===== config.mk =====
export PLATFORM = sky130hd
export DESIGN_NAME = kernel_a_rr_sched
export DESIGN_NICKNAME = d
export VERILOG_FILES = /design/src/rtl/kernel_a_rr_sched.sv
export SDC_FILE = /design/constraint.sdc
export NUM_CORES = 1
export LEC_CHECK = 0
export CAP_MARGIN = 20
export CORE_AREA = 2 2 124 126
export DETAILED_ROUTE_END_ITERATION = 16
export DIE_AREA = 0 0 126 128
export PLACE_DENSITY = 0.79
export SLEW_MARGIN = 15
export SYNTH_ARGS = -nofsm -noshare
export SYNTH_HDL_FRONTEND = slang
export SYNTH_SLANG_ARGS = --single-unit
export TNS_END_PERCENT = 20

===== constraint.sdc =====
create_clock -name clk -period 2.4 [get_ports clk]
set_clock_uncertainty 0.15 [all_clocks]
set_input_delay 0.48 -clock clk [delete_from_list [all_inputs] [get_ports clk]]
set_output_delay 0.48 -clock clk [all_outputs]
set_load 0.05 [all_outputs]

===== src/rtl/kernel_a_rr_sched.sv =====
// Round-robin scheduler sharing one fixed-latency kernel_A adder between NREQ lanes.
// Optional per-lane grant counters are enabled by defining KA_SCHED_STATS_EN.
module kernel_a_rr_sched #(
  parameter int STREAMW = 32,
  parameter int NREQ    = 2,
  parameter int KLAT    = 1
) (
  input  logic                     clk,
  input  logic                     rst,
  input  logic [NREQ-1:0]          req_valid,
  output logic [NREQ-1:0]          req_ready,
  input  logic [NREQ*STREAMW-1:0]  req_in1,
  input  logic [NREQ*STREAMW-1:0]  req_in2,
  output logic [NREQ-1:0]          res_valid,
  input  logic [NREQ-1:0]          res_ready,
  output logic [NREQ*STREAMW-1:0]  res_data,
  output logic                     k_ivalid,
  input  logic                     k_iready,
  output logic                     k_oready,
  output logic [STREAMW-1:0]       k_in1,
  output logic [STREAMW-1:0]       k_in2,
  input  logic                     k_ovalid,
  input  logic [STREAMW-1:0]       k_out,
`ifdef KA_SCHED_STATS_EN
  output logic [NREQ*32-1:0]       grant_cnt,
`endif
  output logic                     proto_err
);

  localparam int LW = $clog2(NREQ);

  logic [LW-1:0]      ptr_q, ptr_d;
  logic [KLAT-1:0]    tag_v_q, tag_v_d;
  logic [LW-1:0]      tag_l_q [KLAT];
  logic [LW-1:0]      tag_l_d [KLAT];
  logic [STREAMW-1:0] slot_q [NREQ];
  logic [STREAMW-1:0] slot_d [NREQ];
  logic [NREQ-1:0]    full_q, full_d;
  logic [STREAMW-1:0] kin1_q, kin1_d, kin2_q, kin2_d;
  logic               oready_q, oready_d;
  logic               err_q, err_d;

  logic [NREQ-1:0]    in_flight;
  logic [NREQ-1:0]    elig;
  logic               grant;
  logic [LW-1:0]      gidx;
  logic [LW-1:0]      cand;
  logic               cap;
  logic               mismatch;
  logic [LW-1:0]      cap_lane;

  // A lane with a tag anywhere in the pipeline already owns its slot credit.
  always_comb begin
    in_flight = '0;
    for (int s = 0; s < KLAT; s++) begin
      if (tag_v_q[s]) in_flight[tag_l_q[s]] = 1'b1;
    end
  end

  generate
    for (genvar gi = 0; gi < NREQ; gi++) begin : g_lane
      assign elig[gi] = req_valid[gi] && (!full_q[gi] || res_ready[gi]) && !in_flight[gi];
      assign res_data[gi*STREAMW +: STREAMW] = slot_q[gi];
    end
  endgenerate

  always_comb begin
    grant = 1'b0;
    gidx  = ptr_q;
    cand  = ptr_q;
    for (int k = 1; k <= NREQ; k++) begin
      cand = LW'((int'(ptr_q) + k) % NREQ);
      if (!grant && elig[cand] && k_iready && !rst) begin
        grant = 1'b1;
        gidx  = cand;
      end
    end
  end

  assign cap      = tag_v_q[KLAT-1] && k_ovalid;
  assign mismatch = tag_v_q[KLAT-1] != k_ovalid;
  assign cap_lane = tag_l_q[KLAT-1];

  always_comb begin
    req_ready = '0;
    k_ivalid  = grant;
    k_in1     = kin1_q;
    k_in2     = kin2_q;
    ptr_d     = ptr_q;
    kin1_d    = kin1_q;
    kin2_d    = kin2_q;
    if (grant) begin
      req_ready[gidx] = 1'b1;
      k_in1  = req_in1[int'(gidx)*STREAMW +: STREAMW];
      k_in2  = req_in2[int'(gidx)*STREAMW +: STREAMW];
      kin1_d = k_in1;
      kin2_d = k_in2;
      ptr_d  = gidx;
    end

    tag_v_d[0] = grant;
    tag_l_d[0] = gidx;
    for (int s = 1; s < KLAT; s++) begin
      tag_v_d[s] = tag_v_q[s-1];
      tag_l_d[s] = tag_l_q[s-1];
    end

    // Capture wins over a same-cycle drain so a refilled slot stays full.
    full_d = full_q & ~res_ready;
    slot_d = slot_q;
    if (cap) begin
      slot_d[cap_lane] = k_out;
      full_d[cap_lane] = 1'b1;
    end

    err_d    = err_q | mismatch;
    oready_d = 1'b1;
  end

  always_ff @(posedge clk) begin
    if (rst) begin
      ptr_q    <= LW'(NREQ-1);
      tag_v_q  <= '0;
      for (int s = 0; s < KLAT; s++) tag_l_q[s] <= '0;
      for (int i = 0; i < NREQ; i++) slot_q[i] <= '0;
      full_q   <= '0;
      kin1_q   <= '0;
      kin2_q   <= '0;
      oready_q <= 1'b0;
      err_q    <= 1'b0;
    end else begin
      ptr_q    <= ptr_d;
      tag_v_q  <= tag_v_d;
      tag_l_q  <= tag_l_d;
      slot_q   <= slot_d;
      full_q   <= full_d;
      kin1_q   <= kin1_d;
      kin2_q   <= kin2_d;
      oready_q <= oready_d;
      err_q    <= err_d;
    end
  end

  assign res_valid = full_q;
  assign k_oready  = oready_q;
  assign proto_err = err_q;

`ifdef KA_SCHED_STATS_EN
  generate
    for (genvar gi = 0; gi < NREQ; gi++) begin : g_stats
      logic [31:0] cnt_q, cnt_d;
      always_comb begin
        cnt_d = cnt_q;
        if (grant && gidx == LW'(gi)) cnt_d = cnt_q + 32'd1;
      end
      always_ff @(posedge clk) begin
        if (rst) cnt_q <= '0;
        else     cnt_q <= cnt_d;
      end
      assign grant_cnt[gi*32 +: 32] = cnt_q;
    end
  endgenerate
`endif

endmodule


# Word level (Yosys, flattened, before mapping)

Index checks and enable logic that the tools add are counted.

Eq/ne operators: 1
Shift operators: 2
Multiplexer cells: 21
Bitwise gates (word level): 5
$add $sub $neg: 2
Reductions and logical operators: 21
Order comparisons: 8

Operators with widths:

| operator                                                   | count |
|---|---|
| indexed part select 64 x 7 -> 32 bit                       | 2 |
| two-way mux 32 bit                                         | 3 |
| bitwise mux 64 bit                                         | 1 |
| demux 32 bit (select 1 bit)                                | 1 |
| logical AND 1 bit                                          | 13 |
| two-way mux 1 bit                                          | 11 |
| less-than comparator 1 x 2 -> 1 bit, second input constant | 4 |
| zero test 1 bit                                            | 6 |
| two-way mux 2 bit                                          | 3 |
| adder 1 bit, second input constant                         | 2 |
| bitwise AND 2 bit                                          | 1 |
| demux 1 bit (select 1 bit)                                 | 2 |
| greater-or-equal comparator 1 bit, second input constant   | 2 |
| greater-or-equal comparator 2 bit, second input constant   | 1 |
| logical OR 1 bit                                           | 2 |
| less-than comparator 2 x 1 -> 1 bit, second input constant | 1 |
| inverter 1 -> 2 bit                                        | 1 |
| inverter 2 bit                                             | 1 |
| bitwise OR 2 bit                                           | 1 |
| inequality test 1 bit                                      | 1 |
| bitwise OR 1 bit                                           | 1 |

Word-level logic and storage cells: 70
Output and inout bits: 135
Flip-flop bits (word level): 135
Bits of input ports: 168

# Depth between registers and ports, before layout

Word-level depth: 22
Depth in mapped cells: 7
Gate-level depth less buffers: 4

# Least setup slack after synthesis

OpenSTA, ideal clock, no wires.

Path type: input to output
Start point: input rst
End point: output req_ready[1]
Stages: 6
Slack: -0.311 ns
Buffers on the path: 3
Data required time: 1.770 ns
Arrival time: 2.081 ns
Cells stage by stage: buf_2 nor2b_2 nand4_1 buf_2 buf_2 a21oi_1

Cells in the longest elaborated chain, start to end: 13
Elaborated cells between the ends (all ways): 16
Those cells by class: 2 x order compare; 7 x mux; 7 x reduce/logical

RTL lines:

| item                                                                                                                  | line | text |
|---|---|---|
| start, declared                                                                                                       | 9    | `input logic rst,` |
| zero test 1 bit (*)                                                                                                   | 73   | `if (!grant && elig[cand] && k_iready && !rst) begin` |
| logical AND 1 bit                                                                                                     | 73   |  |
| two-way mux 1 bit                                                                                                     | 73   |  |
| zero test 1 bit                                                                                                       | 73   |  |
| logical AND 1 bit (3 in a row)                                                                                        | 73   |  |
| two-way mux 1 bit                                                                                                     | 73   |  |
| less-than comparator 1 x 2 -> 1 bit (not written as such) / greater-or-equal comparator 1 bit (equally long branches) | 93   | `req_ready[gidx] = 1'b1;` |
| logical AND 1 bit (not written as such)                                                                               | 93   |  |
| two-way mux 1 bit (not written as such)                                                                               | 93   |  |
| demux 1 bit (select 1 bit)                                                                                            | 93   |  |
| two-way mux 2 bit (*)                                                                                                 | 92   | `if (grant) begin` |
| end, declared                                                                                                         | 11   | `output logic [NREQ-1:0] req_ready,` |

Every way passes the cells marked *; elsewhere a longest branch is shown, timed or not.

# Worst setup path in the final report

Start point: input k_iready
End point: output k_in1[14]

Cells in the longest elaborated chain, start to end: 10
Elaborated cells between the ends (all ways): 12
Those cells by class: 1 x shift; 5 x mux; 6 x reduce/logical

RTL lines:

| item                                 | line | text |
|---|---|---|
| start, declared                      | 18   | `input logic k_iready,` |
| logical AND 1 bit (2 in a row)       | 73   |  |
| two-way mux 1 bit                    | 73   |  |
| zero test 1 bit                      | 73   |  |
| logical AND 1 bit (3 in a row)       | 73   |  |
| two-way mux 1 bit                    | 73   |  |
| indexed part select 64 x 7 -> 32 bit | 94   | `k_in1 = req_in1[int'(gidx)*STREAMW +: STREAMW];` |
| two-way mux 32 bit (*)               | 92   |  |
| end, declared                        | 20   | `output logic [STREAMW-1:0] k_in1,` |

Marked as above.

==> summary.md <==
After synthesis the cells add up to 5787 um2. The final reports fail on setup timing. The clock sink count is 135, and the worst hold margin is 0.3008 ns.

Data on the critical path is required at its endpoint by 1.77 ns. After synthesis, the netlist uses 20 different library cells. The tool flagged a number of max-cap violations equal to 0. STA classifies the critical path endpoint as an output pin.

After global routing, the most crowded layer is met2. For the remaining antenna violation count, the log shows 0. Global routing consumed, on the met1 layer, 38.63% of the routing resources. For this block, the initial DRC count from the detailed router was 950. The tools report the I/O pin count as 303.

Clock tree synthesis selected as its root buffer the cell sky130_fd_sc_hd__clkbuf_16. In this run the core area contains 45 standard-cell rows. The run gives -0.4157 ns as the worst setup margin. The post-layout net count was 1349; the final routed wire length divided by cell count was 25.93 um.

The synthesized area per cell is 7.726 um2, and the detail-routed via count per cell is 6.229. The logs give 0.5331 mV for the maximum VDD drop and 0 for the number of hold buffers added after CTS. The biggest fanout along the worst timing path is 10, and the first-pass GRT wire length is 44120 um. The worst path uses 117.3% of the clock period. The kind of critical path is in -> out. Summed over all cells, the static leakage comes to 0.005094 uW.

The clock reaches the later pin of the worst-skew pair after 0.42 ns. The total vias in the final route was 8621. Routability-driven placement finished with a final weighted congestion of 0.8452. The via count of the first global-routing pass is 8081. After synthesis, the largest area contributor takes up 46.70% of total cell area. For the number of setup violations in the final report, the log shows 67. From synthesis to final layout, the design area changed by 117.5%. Wires add up to 35890 um. The tools report the global-route track usage on met3 as 11.69%.

Counting flops with a built-in enable in the synthesized netlist gives 0. The tools report the initial antenna violation count as 3. From bottom edge to top edge, the die measures 128 um.

The post-detailed-placement half-perimeter wirelength is 15500 um, and the met2 usage is 58.86%. For this run, the register share of the synthesized area comes to 46.70%. In the synthesized netlist, the number of instances is 749. The pre-CTS worst setup slack is -0.4730 ns, and the net count of the mapped netlist is 918.

Detailed-routing iteration count for the pre-antenna-repair pass: 5. Fraction of final layout cells with drive strength greater than 1: 38.93%. The total overflow left after global routing is 0. The logs give 2 for the largest buffer count on any clock path and 14860 um2 for the area of the core region. The post-synthesis async set-or-reset flop share was 0%; the flop-to-flop setup slack was 0.45 ns.

Clock-pin slew was measured on the worst setup and hold paths at 0.06 ns. Once the floorplan was initialized, standard cells occupied 38.93% of the core. Headroom to the max-slew limit came out at 44.30%. The final count of pins violating max slew is 0. The worst min-delay path class was reg -> reg.

Input and output buffers added on the ports amount to 302. The smallest clock period supported by the final layout is computed as 2.816 ns. The combined global-route utilization of all metal layers came out at 34.92%. The run finished, with violations left. Entering global routing, the biggest net connects 75 pins.

The synthesized design contains 135 register bits. Yosys printed 0 warnings. Setup repair after global routing could not meet its margin everywhere. The number of endpoints with negative hold slack in the final report was 0; the floorplan die area was 16130 um2. In this run, CTS created clock tree buffers numbering 17. The power density of the placed cells was 597.3 nW/um2. At the pin with the least slew margin, the transition time is 0.8355 ns. The tools report the number of levels in the clock H-tree as 4. The worst setup path is launched from an input port. At the end of the flow the core is filled with cells to 84.66%. The DRC violations left came out at 0. Flip-flop cell with the highest count after synthesis: sky130_fd_sc_hd__dfxtp_1. The width of the chip is 126 um, and the maximum frequency from static timing analysis is 0.3552 GHz. Arrival time reported for the critical path endpoint: 2.19 ns.

By area the synthesized netlist is led by sky130_fd_sc_hd__dfxtp_1, sky130_fd_sc_hd__nand3_1, sky130_fd_sc_hd__nand2_1. TritonCTS built the clock tree. The library cell with the largest summed area after synthesis is sky130_fd_sc_hd__dfxtp_1.

After layout, the design draws a total of 7517 uW.
-- through the flow --
| stage | setup TNS (ns) | area (um2) | std cells |
|---|---|---|---|
| 6_report | -12.31 | 12580 | 1384 |
| 5_1_grt | -13.72 | 12580 | 1383 |
| 4_1_cts | -2.643 | 11770 | 1367 |
| 3_5_place_dp | -28.97 | 9883 | 1311 |
| 3_3_place_gp | -26.64 | 9883 | 1311 |
| 2_1_floorplan | -4.483 | 5846 | 749 |
-- cell families (layout without fill, tap and decap cells) --
logic type | count (synthesis) | count (layout) | share of synthesized area, %
AND/OR/NAND/NOR | 408 | 408 | 32.84
flip-flops | 135 | 135 | 46.70
AO/OA/AOI/OAI | 132 | 132 | 14.18
buffers and inverters | 73 | 516 | 6.054
adder cells (fa/ha/maj) | 1 | 1 | 0.2162
other | 0 | 4 | 0
-- final timing paths --
path                startpoint      endpoint  depth (start not counted)
setup reg to reg      cap_lane    kin2_q[30]                          7
setup / recovery      k_iready     k_in1[14]                          9
hold / removal    res_data[45]  res_data[45]                          2
hold reg to reg   res_data[45]  res_data[45]                          2
-- what timing repair did --
action,in CTS,in global routing
buffers inserted,13,5
gates cloned,12,8
pin swaps,25,24
endpoints found under the setup margin,67,65
endpoints found under the hold margin,0,0
gates resized for setup,213,116
-- per-layer routing --
| metal | vias up | part of all wire, % | wire length (um) |
|---|---|---|---|
| li1 | 3562 | - | - |
| met1 | 3933 | 33 | 11760 |
| met2 | 827 | 45 | 16060 |
| met3 | 297 | 14 | 4867 |
| met4 | 2 | 8.9 | 3185 |
| met5 | - | 0.050 | 18 |
-- cells in the mapped netlist, types with 3 or more instances --
| master | count |
|---|---|
| sky130_fd_sc_hd__a21oi_1 | 68 |
| sky130_fd_sc_hd__buf_1 | 7 |
| sky130_fd_sc_hd__buf_2 | 19 |
| sky130_fd_sc_hd__buf_4 | 4 |
| sky130_fd_sc_hd__buf_6 | 5 |
| sky130_fd_sc_hd__clkbuf_1 | 37 |
| sky130_fd_sc_hd__dfxtp_1 | 135 |
| sky130_fd_sc_hd__nand2_1 | 134 |
| sky130_fd_sc_hd__nand2b_1 | 4 |
| sky130_fd_sc_hd__nand3_1 | 257 |
| sky130_fd_sc_hd__nand4_1 | 3 |
| sky130_fd_sc_hd__o211ai_1 | 64 |
-- state kept, by name (all words and copies together) (netlist names) --
name       flops
res_data      64
kin1_q        32
kin2_q        32
res_valid      2
cap_lane       1
k_oready       1
proto_err      1
ptr_q          1
tag_v_q        1
-- critical path, stage by stage --
cell	delay, ns
sky130_fd_sc_hd__buf_2	0.11
sky130_fd_sc_hd__nor2b_4	0.24
sky130_fd_sc_hd__buf_4	0.15
sky130_fd_sc_hd__nand4_1	0.18
sky130_fd_sc_hd__buf_6	0.22
sky130_fd_sc_hd__buf_12	0.16
sky130_fd_sc_hd__nand3_1	0.13
sky130_fd_sc_hd__nand3_1	0.24
sky130_fd_sc_hd__buf_6	0.25
-- layout by cell type (no fill, tap or decap), drive strengths merged --
| cell type | count |
|---|---|
| nand3 | 257 |
| buf | 246 |
| clkdlybuf4s50 | 228 |
| dfxtp | 135 |
| nand2 | 134 |
| a21oi | 68 |
| o211ai | 64 |
| clkbuf | 24 |
| clkinv | 5 |
| diode | 4 |
| dlygate4sd2 | 4 |
| nand2b | 4 |
| inv | 4 |
| nand4 | 3 |
| clkinvlp | 3 |
| nor2b | 3 |
| and4 | 2 |
| and2 | 2 |
| nor2 | 2 |
| bufinv | 2 |
| nand4b | 1 |
| ha | 1 |
-- final cells by class --
class,count,area (um2)
Antenna cell,4,10.01
Clock buffer,18,439.2
Clock inverter,13,148.9
Fill cell,700,2280
Inverter,1,3.754
Multi-Input combinational cell,541,3791
Sequential cell,135,2715
Tap cell,188,235.2
Timing Repair Buffer,484,5241
-- report_power, final --
| part | internal, uW | switching [uW] |
|---|---|---|
| registers | 2380 | 77.4 |
| logic | 1030 | 1330 |
| clock network | 1570 | 1130 |
Power figures use the tool's default switching activity.
